**config.mk**
```make
export PLATFORM = sky130hd
export DESIGN_NAME = nibble_serial_mult
export DESIGN_NICKNAME = d
export VERILOG_FILES = /design/src/rtl/nibble_serial_mult.sv
export SDC_FILE = /design/constraint.sdc
export NUM_CORES = 1
export LEC_CHECK = 0
export ABC_CLOCK_PERIOD_IN_PS = 8300
export CAP_MARGIN = 5
export CORE_MARGIN = 2
export CORE_UTILIZATION = 50
export CTS_CLUSTER_SIZE = 30
export DETAILED_ROUTE_END_ITERATION = 8
export PLACE_DENSITY_LB_ADDON = 0.12
export SLEW_MARGIN = 5
export SYNTH_ARGS = -nofsm -noshare
export SYNTH_HDL_FRONTEND = slang
export SYNTH_SLANG_ARGS = --single-unit
```
**constraint.sdc**
```tcl
create_clock -name clk -period 8.3 [get_ports clk]
set_input_delay 1.66 -clock clk [delete_from_list [all_inputs] [get_ports clk]]
set_output_delay 1.66 -clock clk [all_outputs]
set_load 0.05 [all_outputs]
```
**src/rtl/nibble_serial_mult.sv**
```systemverilog
// Iterative WIDTH x WIDTH unsigned multiplier: one nibble pair per cycle through a
// combinational 4x4 Vedic core, shifted partial products accumulated to 2*WIDTH bits.

module multiply4x4 (
  input  logic [3:0] a,
  input  logic [3:0] b,
  output logic [7:0] c
);

  function automatic logic [3:0] vedic2x2(input logic [1:0] x, input logic [1:0] y);
    logic t1, t2, t3, k1;
    t1 = x[1] & y[0];
    t2 = x[0] & y[1];
    t3 = x[1] & y[1];
    k1 = t1 & t2;
    return {t3 & k1, t3 ^ k1, t1 ^ t2, x[0] & y[0]};
  endfunction

  logic [3:0] w_q0, w_q1, w_q2, w_q3;

  // Urdhva-tiryagbhyam: vertical and crosswise 2x2 products
  assign w_q0 = vedic2x2(a[1:0], b[1:0]);
  assign w_q1 = vedic2x2(a[3:2], b[1:0]);
  assign w_q2 = vedic2x2(a[1:0], b[3:2]);
  assign w_q3 = vedic2x2(a[3:2], b[3:2]);

  assign c = {4'b0000, w_q0} + {2'b00, w_q1, 2'b00} + {2'b00, w_q2, 2'b00} + {w_q3, 4'b0000};

endmodule

module nibble_serial_mult #(
  parameter int WIDTH = 16
) (
  input  logic                 clk,
  input  logic                 rst,
  input  logic                 in_valid,
  output logic                 in_ready,
  input  logic [WIDTH-1:0]     a,
  input  logic [WIDTH-1:0]     b,
  output logic                 out_valid,
  input  logic                 out_ready,
  output logic [2*WIDTH-1:0]   product,
  output logic                 busy
);

  localparam int N     = WIDTH / 4;
  localparam int IDX_W = (N > 1) ? $clog2(N) : 1;
  localparam int SH_W  = $clog2(8 * N);
  localparam logic [IDX_W-1:0] LAST = IDX_W'(N - 1);

  typedef enum logic [1:0] {S_IDLE, S_RUN, S_DONE} state_t;

  state_t               r_state, w_state_nxt;
  logic [WIDTH-1:0]     r_a, r_b;
  logic [IDX_W-1:0]     r_i, r_j;
  logic [2*WIDTH-1:0]   r_acc, r_product;
  logic [3:0]           w_a_nib, w_b_nib;
  logic [7:0]           w_c;
  logic [SH_W-1:0]      w_shamt;
  logic [2*WIDTH-1:0]   w_pp, w_sum;
  logic                 w_last;

  assign w_last  = (r_i == LAST) && (r_j == LAST);
  assign w_a_nib = 4'(r_a >> (4 * int'(r_i)));
  assign w_b_nib = 4'(r_b >> (4 * int'(r_j)));
  assign w_shamt = SH_W'(4 * (int'(r_i) + int'(r_j)));
  assign w_pp    = (2*WIDTH)'(w_c) << w_shamt;
  assign w_sum   = r_acc + w_pp;

  multiply4x4 u_core (
    .a (w_a_nib),
    .b (w_b_nib),
    .c (w_c)
  );

  always_ff @(posedge clk or posedge rst) begin
    if (rst) r_state <= S_IDLE;
    else     r_state <= w_state_nxt;
  end

  always_comb begin
    w_state_nxt = r_state;
    case (r_state)
      S_IDLE:  if (in_valid)  w_state_nxt = S_RUN;
      S_RUN:   if (w_last)    w_state_nxt = S_DONE;
      S_DONE:  if (out_ready) w_state_nxt = S_IDLE;
      default:                w_state_nxt = S_IDLE;
    endcase
  end

  // Operand capture, nibble walk (j inner, i outer) and accumulation
  always_ff @(posedge clk or posedge rst) begin
    if (rst) begin
      r_a       <= '0;
      r_b       <= '0;
      r_i       <= '0;
      r_j       <= '0;
      r_acc     <= '0;
      r_product <= '0;
    end else begin
      case (r_state)
        S_IDLE: begin
          if (in_valid) begin
            r_a   <= a;
            r_b   <= b;
            r_acc <= '0;
            r_i   <= '0;
            r_j   <= '0;
          end
        end
        S_RUN: begin
          r_acc <= w_sum;
          if (w_last) begin
            r_product <= w_sum;
            r_i       <= '0;
            r_j       <= '0;
          end else if (r_j == LAST) begin
            r_j <= '0;
            r_i <= r_i + 1'b1;
          end else begin
            r_j <= r_j + 1'b1;
          end
        end
        default: ;
      endcase
    end
  end

  assign in_ready  = (r_state == S_IDLE);
  assign busy      = (r_state != S_IDLE);
  assign out_valid = (r_state == S_DONE);
  assign product   = r_product;

endmodule

```
==> flow_metrics.env, run 1 <==
export IMPL_routedWlPerCell_um=16.9
export IMPL_cts_hold_fix_buffers=0
export IMPL_p_int_w=0.00184
export IMPL_grt_usage=0.259
export IMPL_ys_async_sr_fraction=1.00
export IMPL_synth_edff_count=0
export IMPL_port_buffers=70
export IMPL_drv_cap=0
export IMPL_grt_pass1_wl_um=29700
export IMPL_clock_latency_ns=0.36
export IMPL_synth_top_cell_area_share=0.374
export IMPL_drc=0
export IMPL_fin_util=0.596
export IMPL_post_cts_resized=0
export IMPL_status="complete, no violations"
export IMPL_hold_ws_ns=0.475
export IMPL_firstDrtPassIters=7
export IMPL_ys_seq_area_frac=0.374
export IMPL_p_seq_frac=0.232
export IMPL_relSlewSlack=0.209
export IMPL_critPathKind="flop to flop"
export IMPL_synthTopCellsByArea="dfrtp_1 37%, nand2_1 9.5%, ha_1 9.2%"
export IMPL_dp_hpwl_um=13200
export IMPL_antenna_left=0
export IMPL_drive_gt1_frac=0.0486
export IMPL_power_switching_w=0.00189
export IMPL_netlist_area_mm2=0.00682
export IMPL_cts_tree="built"
export IMPL_combPwrFrac=0.650
export IMPL_synth_warnings=0
export IMPL_die_h_um=121
export IMPL_fmax_mhz=144
export IMPL_r2r_slack_ns=1.36
export IMPL_place_ws_ns=1.43
export IMPL_die_area_mm2=0.0146
export IMPL_synth_area_per_cell_um2=8.37
export IMPL_p_leak_nw=3.61
export IMPL_worstPathArrival_ns=7.19
export IMPL_cts_buffers=9
export IMPL_final_setup_worst_slack_ns=1.36
export IMPL_ios=71
export IMPL_cts_sinks=102
export IMPL_die_width_um=121
export IMPL_grt_overflow=0
export IMPL_core_rowCount=42
export IMPL_grt_pass1_vias=5931
export IMPL_hold_viol=0
export IMPL_cp_required_ns=8.55
export IMPL_postSynthNetCount=907
export IMPL_core_region_area_mm2=0.0133
export IMPL_p_sw_frac=0.506
export IMPL_num_vias=5903
export IMPL_ys_flop_type="dfrtp_1"
export IMPL_synth_distinct_cells=54
export IMPL_gp_congestion=0.899
export IMPL_postCtsSetupRepairBufs=0
export IMPL_rsz0062_at_grt="no"
export IMPL_num_antenna_cells=0
export IMPL_cts_buffer_depth=2
export IMPL_drt_iter0_markers=405
export IMPL_min_period_ns=6.94
export IMPL_endpoint_kind="flop"
export IMPL_worstMarginPinSlew_ns=1.19
export IMPL_p_clk_frac=0.118
export IMPL_final_max_slew_violation_count=0
export IMPL_fin_nets=951
export IMPL_placedInstanceArea_mm2=0.00762
export IMPL_ys_seq_elements=102
export IMPL_antenna_found_initial=0
export IMPL_yosysTopAreaCell="dfrtp_1"
export IMPL_fillCellCount=1193
export IMPL_path_clk_slew_ns=0.07
export IMPL_power_density_mw_per_mm2=471
export IMPL_yosys_top_cells_count="172 x nand2_1, 102 x dfrtp_1, 74 x o21ai_0"
export IMPL_area_delta_synth_final_pct=16.3
export IMPL_setup_violations_final=0
export IMPL_critPathLaunchType="flop"
export IMPL_grt_max_degree=66
export IMPL_yosys_cell_count_top_type="nand2_1"
export IMPL_multiInputGateArea_mm2=0.00400
export IMPL_peakVddDrop_mv=0.270
export IMPL_hold_class="flop to flop"
export IMPL_design_area_mm2=0.00793
export IMPL_fin_skew_ns=0.0110
export IMPL_start_util=0.513
export IMPL_routed_wl_um=17500
export IMPL_root_buffer="clkbuf_16"
export IMPL_htreeDepth=3
export IMPL_tns_ns=0
export IMPL_synthCells=815
export IMPL_min_period_over_period=0.837
export IMPL_crit_fanout=8
export IMPL_avgViaCountPerCell=5.68
export IMPL_seqCellArea_mm2=0.00255
-- flip-flops by register name (all words and copies together), names as in the netlist --
| signal | count |
|---|---|
| r_i | 2 |
| r_j | 2 |
| r_state | 2 |
| r_acc | 32 |
| r_a | 16 |
| product | 32 |
| r_b | 16 |
-- worst paths after layout --
check | startpoint | endpoint | cells after the start
max | r_i[0]$_DFFE_PP0P_ | r_acc[29]$_DFFE_PP0P_ | 25
min | r_a[0]$_DFFE_PP0P_ | r_a[0]$_DFFE_PP0P_ | 2
max reg2reg | r_i[0]$_DFFE_PP0P_ | r_acc[29]$_DFFE_PP0P_ | 25
min reg2reg | r_a[0]$_DFFE_PP0P_ | r_a[0]$_DFFE_PP0P_ | 2
max in group asynchronous | rst | r_acc[29]$_DFFE_PP0P_ | 3
min in group asynchronous | rst | product[5]$_DFFE_PP0P_ | 2
-- critical path, cell delays in order, from the launching register on --
cell and delay, ns:
dfrtp_1 0.56, mux4_2 0.63, and2_1 0.19, ha_1 0.18, ha_1 0.29, ha_1 0.18
inv_1 0.06, fa_1 0.37, xor2_1 0.19, fa_1 0.61, inv_1 0.06, ha_1 0.29
a21o_1 0.18, a21oi_1 0.17, xor2_1 0.27, nor3_1 0.08, a31oi_1 0.31, nor2_1 0.12
ha_1 0.40, nand2_1 0.12, o21ai_0 0.29, a21oi_1 0.14, a21oi_1 0.49, o31a_1 0.29
nor3_1 0.06, a211o_1 0.31
-- kinds of logic after synthesis --
family	share of synthesized area
compound gates	0.173
xor+xnor	0.0396
fa+ha+maj	0.109
buf+inv	0.0402
flops	0.374
mux	0.0367
simple gates	0.227
-- routing by layer --
metal	track usage	up-vias	routed length, um
li1	-	2921	-
met1	0.349	2808	8080
met2	0.425	149	8350
met3	0.0486	25	800
met4	0.0763	0	314
met5	0	-	0
-- metrics by stage --
| step | power (W) | instances |
|---|---|---|
| finish | 0.00373 | 1040 |
| global route | 0.00407 | 1040 |
| CTS | 0.00372 | 1040 |
| detailed placement | 0.00327 | 1024 |
| global placement | 0.00321 | 1024 |
| floorplan | 0.00264 | 815 |
-- layout make-up --
cell class                      instances  area share
Multi-Input combinational cell        641       0.505
Sequential cell                       102       0.322
Timing Repair Buffer                   74      0.0921
Clock buffer                            9      0.0284
Tap cell                              176      0.0278
Inverter                               31      0.0150
Clock inverter                          7      0.0103
-- power by group through the flow --
stage          sequential [W]  combinational (W)  clock (W)
3_3_place_gp         0.000867            0.00235          0
5_1_grt              0.000893            0.00270   0.000472
2_1_floorplan         0.00101            0.00163          0
4_1_cts              0.000867            0.00241   0.000448
3_5_place_dp         0.000870            0.00240          0
6_report             0.000865            0.00243   0.000440
-- cells in the final DEF (no fill, tap or decap), types with 5 or more instances in the layout --
cell	count
o21bai_1	7
a21oi_1	47
mux4_2	8
mux2i_1	7
o21ai_0	74
and2_1	18
nand2b_1	12
clkbuf_16	9
ha_1	50
xor2_1	13
o21a_1	6
nor2_1	55
inv_1	30
clkdlybuf4s50_1	70
nand2_1	172
nand4_1	8
fa_1	6
nand3_1	41
o22ai_1	5
nor2b_1	8
xnor2_1	16
nor3_1	13
a31oi_1	7
o211ai_1	5
a21o_1	11
dfrtp_1	102
Note: power is estimated with default switching activity, not from simulation.
==> run 2: changes to the inputs <==
Settings changed: ABC_CLOCK_PERIOD_IN_PS 8300 to 6650.
Clock period 8.3 ns to 6.65 ns, I/O delays scaled along.
==> flow_metrics.env, run 2 (synthesized netlist as in run 1, its figures left out) <==
export IMPL_status="complete, no violations"
export IMPL_num_vias=5998
export IMPL_grt_overflow=0
export IMPL_r2r_start="r_j[0]$_DFFE_PP0P_"
export IMPL_antenna_left=0
export IMPL_drt_iter0_markers=342
export IMPL_design_area_mm2=0.00827
export IMPL_r2r_slack_ns=0.32
export IMPL_peakVddDrop_mv=0.272
export IMPL_cts_buffer_depth=2
export IMPL_fin_nets=986
export IMPL_hold_ws_ns=0.472
export IMPL_final_max_slew_violation_count=0
export IMPL_seqCellArea_mm2=0.00255
export IMPL_drc=0
export IMPL_gp_congestion=0.900
export IMPL_drive_gt1_frac=0.0968
export IMPL_clock_latency_ns=0.36
export IMPL_port_buffers=70
export IMPL_area_delta_synth_final_pct=21.2
export IMPL_highest_layer="met4"
export IMPL_power_total_w=0.00503
export IMPL_hold_end="r_a[14]$_DFFE_PP0P_"
export IMPL_worstPathArrival_ns=6.57
export IMPL_reg2reg_depth=26
export IMPL_drv_cap=0
export IMPL_path_clk_slew_ns=0.07
export IMPL_fin_skew_ns=0.00968
export IMPL_core_region_area_mm2=0.0133
export IMPL_cts_tree="built"
export IMPL_ios=71
export IMPL_layout_commonest_cell="nand2_1"
export IMPL_min_path_cells=2
export IMPL_endpoint_kind="flop"
export IMPL_critPathLaunchType="flop"
export IMPL_dp_hpwl_um=13400
export IMPL_relSlewSlack=0.194
export IMPL_die_area_mm2=0.0146
export IMPL_hold_class="flop to flop"
export IMPL_wl_met3_um=701
export IMPL_core_rowCount=42
export IMPL_final_setup_worst_slack_ns=0.318
export IMPL_p_leak_nw=3.80
export IMPL_min_period_ns=6.33
export IMPL_firstDrtPassIters=5
export IMPL_hold_viol=0
export IMPL_cp_required_ns=6.89
export IMPL_min_period_over_period=0.952
export IMPL_setup_violations_final=0
export IMPL_final_cell_mix="172 x nand2_1, 100 x dfrtp_1, 73 x o21ai_0"
export IMPL_grt_max_degree=66
export IMPL_crit_fanout=5
export IMPL_critPathKind="flop to flop"
export IMPL_power_density_mw_per_mm2=608
export IMPL_routedWlPerCell_um=16.6
export IMPL_fmax_mhz=158
export IMPL_antenna_found_initial=0
export IMPL_cts_buffers=9
export IMPL_fillCellCount=1164
export IMPL_place_ws_ns=0.144
export IMPL_placedInstanceArea_mm2=0.00784
export IMPL_grt_pass1_vias=5938
export IMPL_die_h_um=121
export IMPL_cts_sinks=102
export IMPL_routed_wl_um=17800
export IMPL_die_width_um=121
export IMPL_avgViaCountPerCell=5.58
export IMPL_r2r_end="r_acc[28]$_DFFE_PP0P_"
export IMPL_wl_met2_um=8290
export IMPL_num_antenna_cells=0
export IMPL_start_util=0.513
export IMPL_multiInputGateArea_mm2=0.00405
export IMPL_root_buffer="clkbuf_16"
export IMPL_min_from="r_a[14]$_DFFE_PP0P_"
export IMPL_grt_pass1_wl_um=29900
export IMPL_htreeDepth=3
export IMPL_wl_met1_um=8580
export IMPL_grt_usage=0.259
export IMPL_worstMarginPinSlew_ns=1.21
run 2: changes by cell type in the layout (fill, tap and decap cells not counted), sizes merged:
cell | before | now
buf | 4 | 39
bufinv | 1 | 2
clkinv | 1 | 2
clkinvlp | 3 | 0
inv | 33 | 34
run 2: what timing repair did:
| action | 4_1_cts | 5_1_grt |
|---|---|---|
| buffers inserted | 0 | 6 |
| setup endpoints to repair | 0 | 30 |
| gates resized for setup | 0 | 14 |
| hold buffers | 0 | 0 |
| endpoints found under the hold margin | 0 | 0 |
run 2: how the worst max path moves through the flow:
stage / start / depth (start not counted) / to / slack [ns]
global route: r_j[0]$_DFFE_PP0P_ / 26 / r_acc[21]$_DFFE_PP0P_ / -0.01
global placement: r_i[0]$_DFFE_PP0P_ / 22 / r_acc[28]$_DFFE_PP0P_ / 0.34
CTS: r_i[0]$_DFFE_PP0P_ / 25 / r_acc[29]$_DFFE_PP0P_ / 0.12
floorplan: r_i[0]$_DFFE_PP0P_ / 25 / product[30]$_DFFE_PP0P_ / 0.46
detailed placement: r_i[0]$_DFFE_PP0P_ / 25 / r_acc[29]$_DFFE_PP0P_ / 0.14
finish: r_j[0]$_DFFE_PP0P_ / 26 / r_acc[28]$_DFFE_PP0P_ / 0.32
run 2: routing by layer:
layer / track usage / up-vias
li1: - / 2983
met1: 0.360 / 2851
met2: 0.413 / 137
met3: 0.0491 / 27
met4: 0.0756 / 0
met5: 0 / -
run 2: power by group:
part | leakage [nW] | total, W | internal [W] | switching, W
sequential | 1.29 | 0.00107 | 0.000895 | 0.000174
clock | 0.162 | 0.000588 | 0.000335 | 0.000252
combinational | 2.35 | 0.00337 | 0.00135 | 0.00202
total | 3.80 | 0.00503 | 0.00258 | 0.00245
run 2: layout make-up:
type                       instances  share of cell area
clock buffer                       9              0.0272
clock inverter                     7              0.0124
inverter                          31              0.0144
multi-input combinational        641               0.490
sequential                       102               0.309
tap                              176              0.0266
timing repair buffer             109               0.120
run 2: worst max-delay path: stages, from the launching register on:
cell and delay, ns:
dfrtp_1 0.41, mux4_2 0.58, and2_1 0.17, ha_1 0.19
ha_1 0.28, ha_1 0.17, inv_1 0.06, fa_1 0.37
xor2_1 0.19, fa_1 0.59, inv_1 0.06, ha_1 0.28
a21o_1 0.17, a21oi_1 0.16, xor2_1 0.28, nor2_1 0.09
a21oi_2 0.16, buf_4 0.14, nor2_1 0.04, ha_1 0.36
nand3_1 0.16, a2111oi_2 0.39, buf_4 0.18, o211ai_1 0.13
nand3_2 0.17, nor3b_1 0.07, a311o_1 0.36
run 2: per-stage QoR:
step	std cells	utilization	setup TNS [ns]
3_5_place_dp	1053	0.590	0
3_3_place_gp	1053	0.590	0
6_report	1075	0.622	0
4_1_cts	1069	0.614	0
5_1_grt	1075	0.622	-0.0269
2_1_floorplan	815	-	0
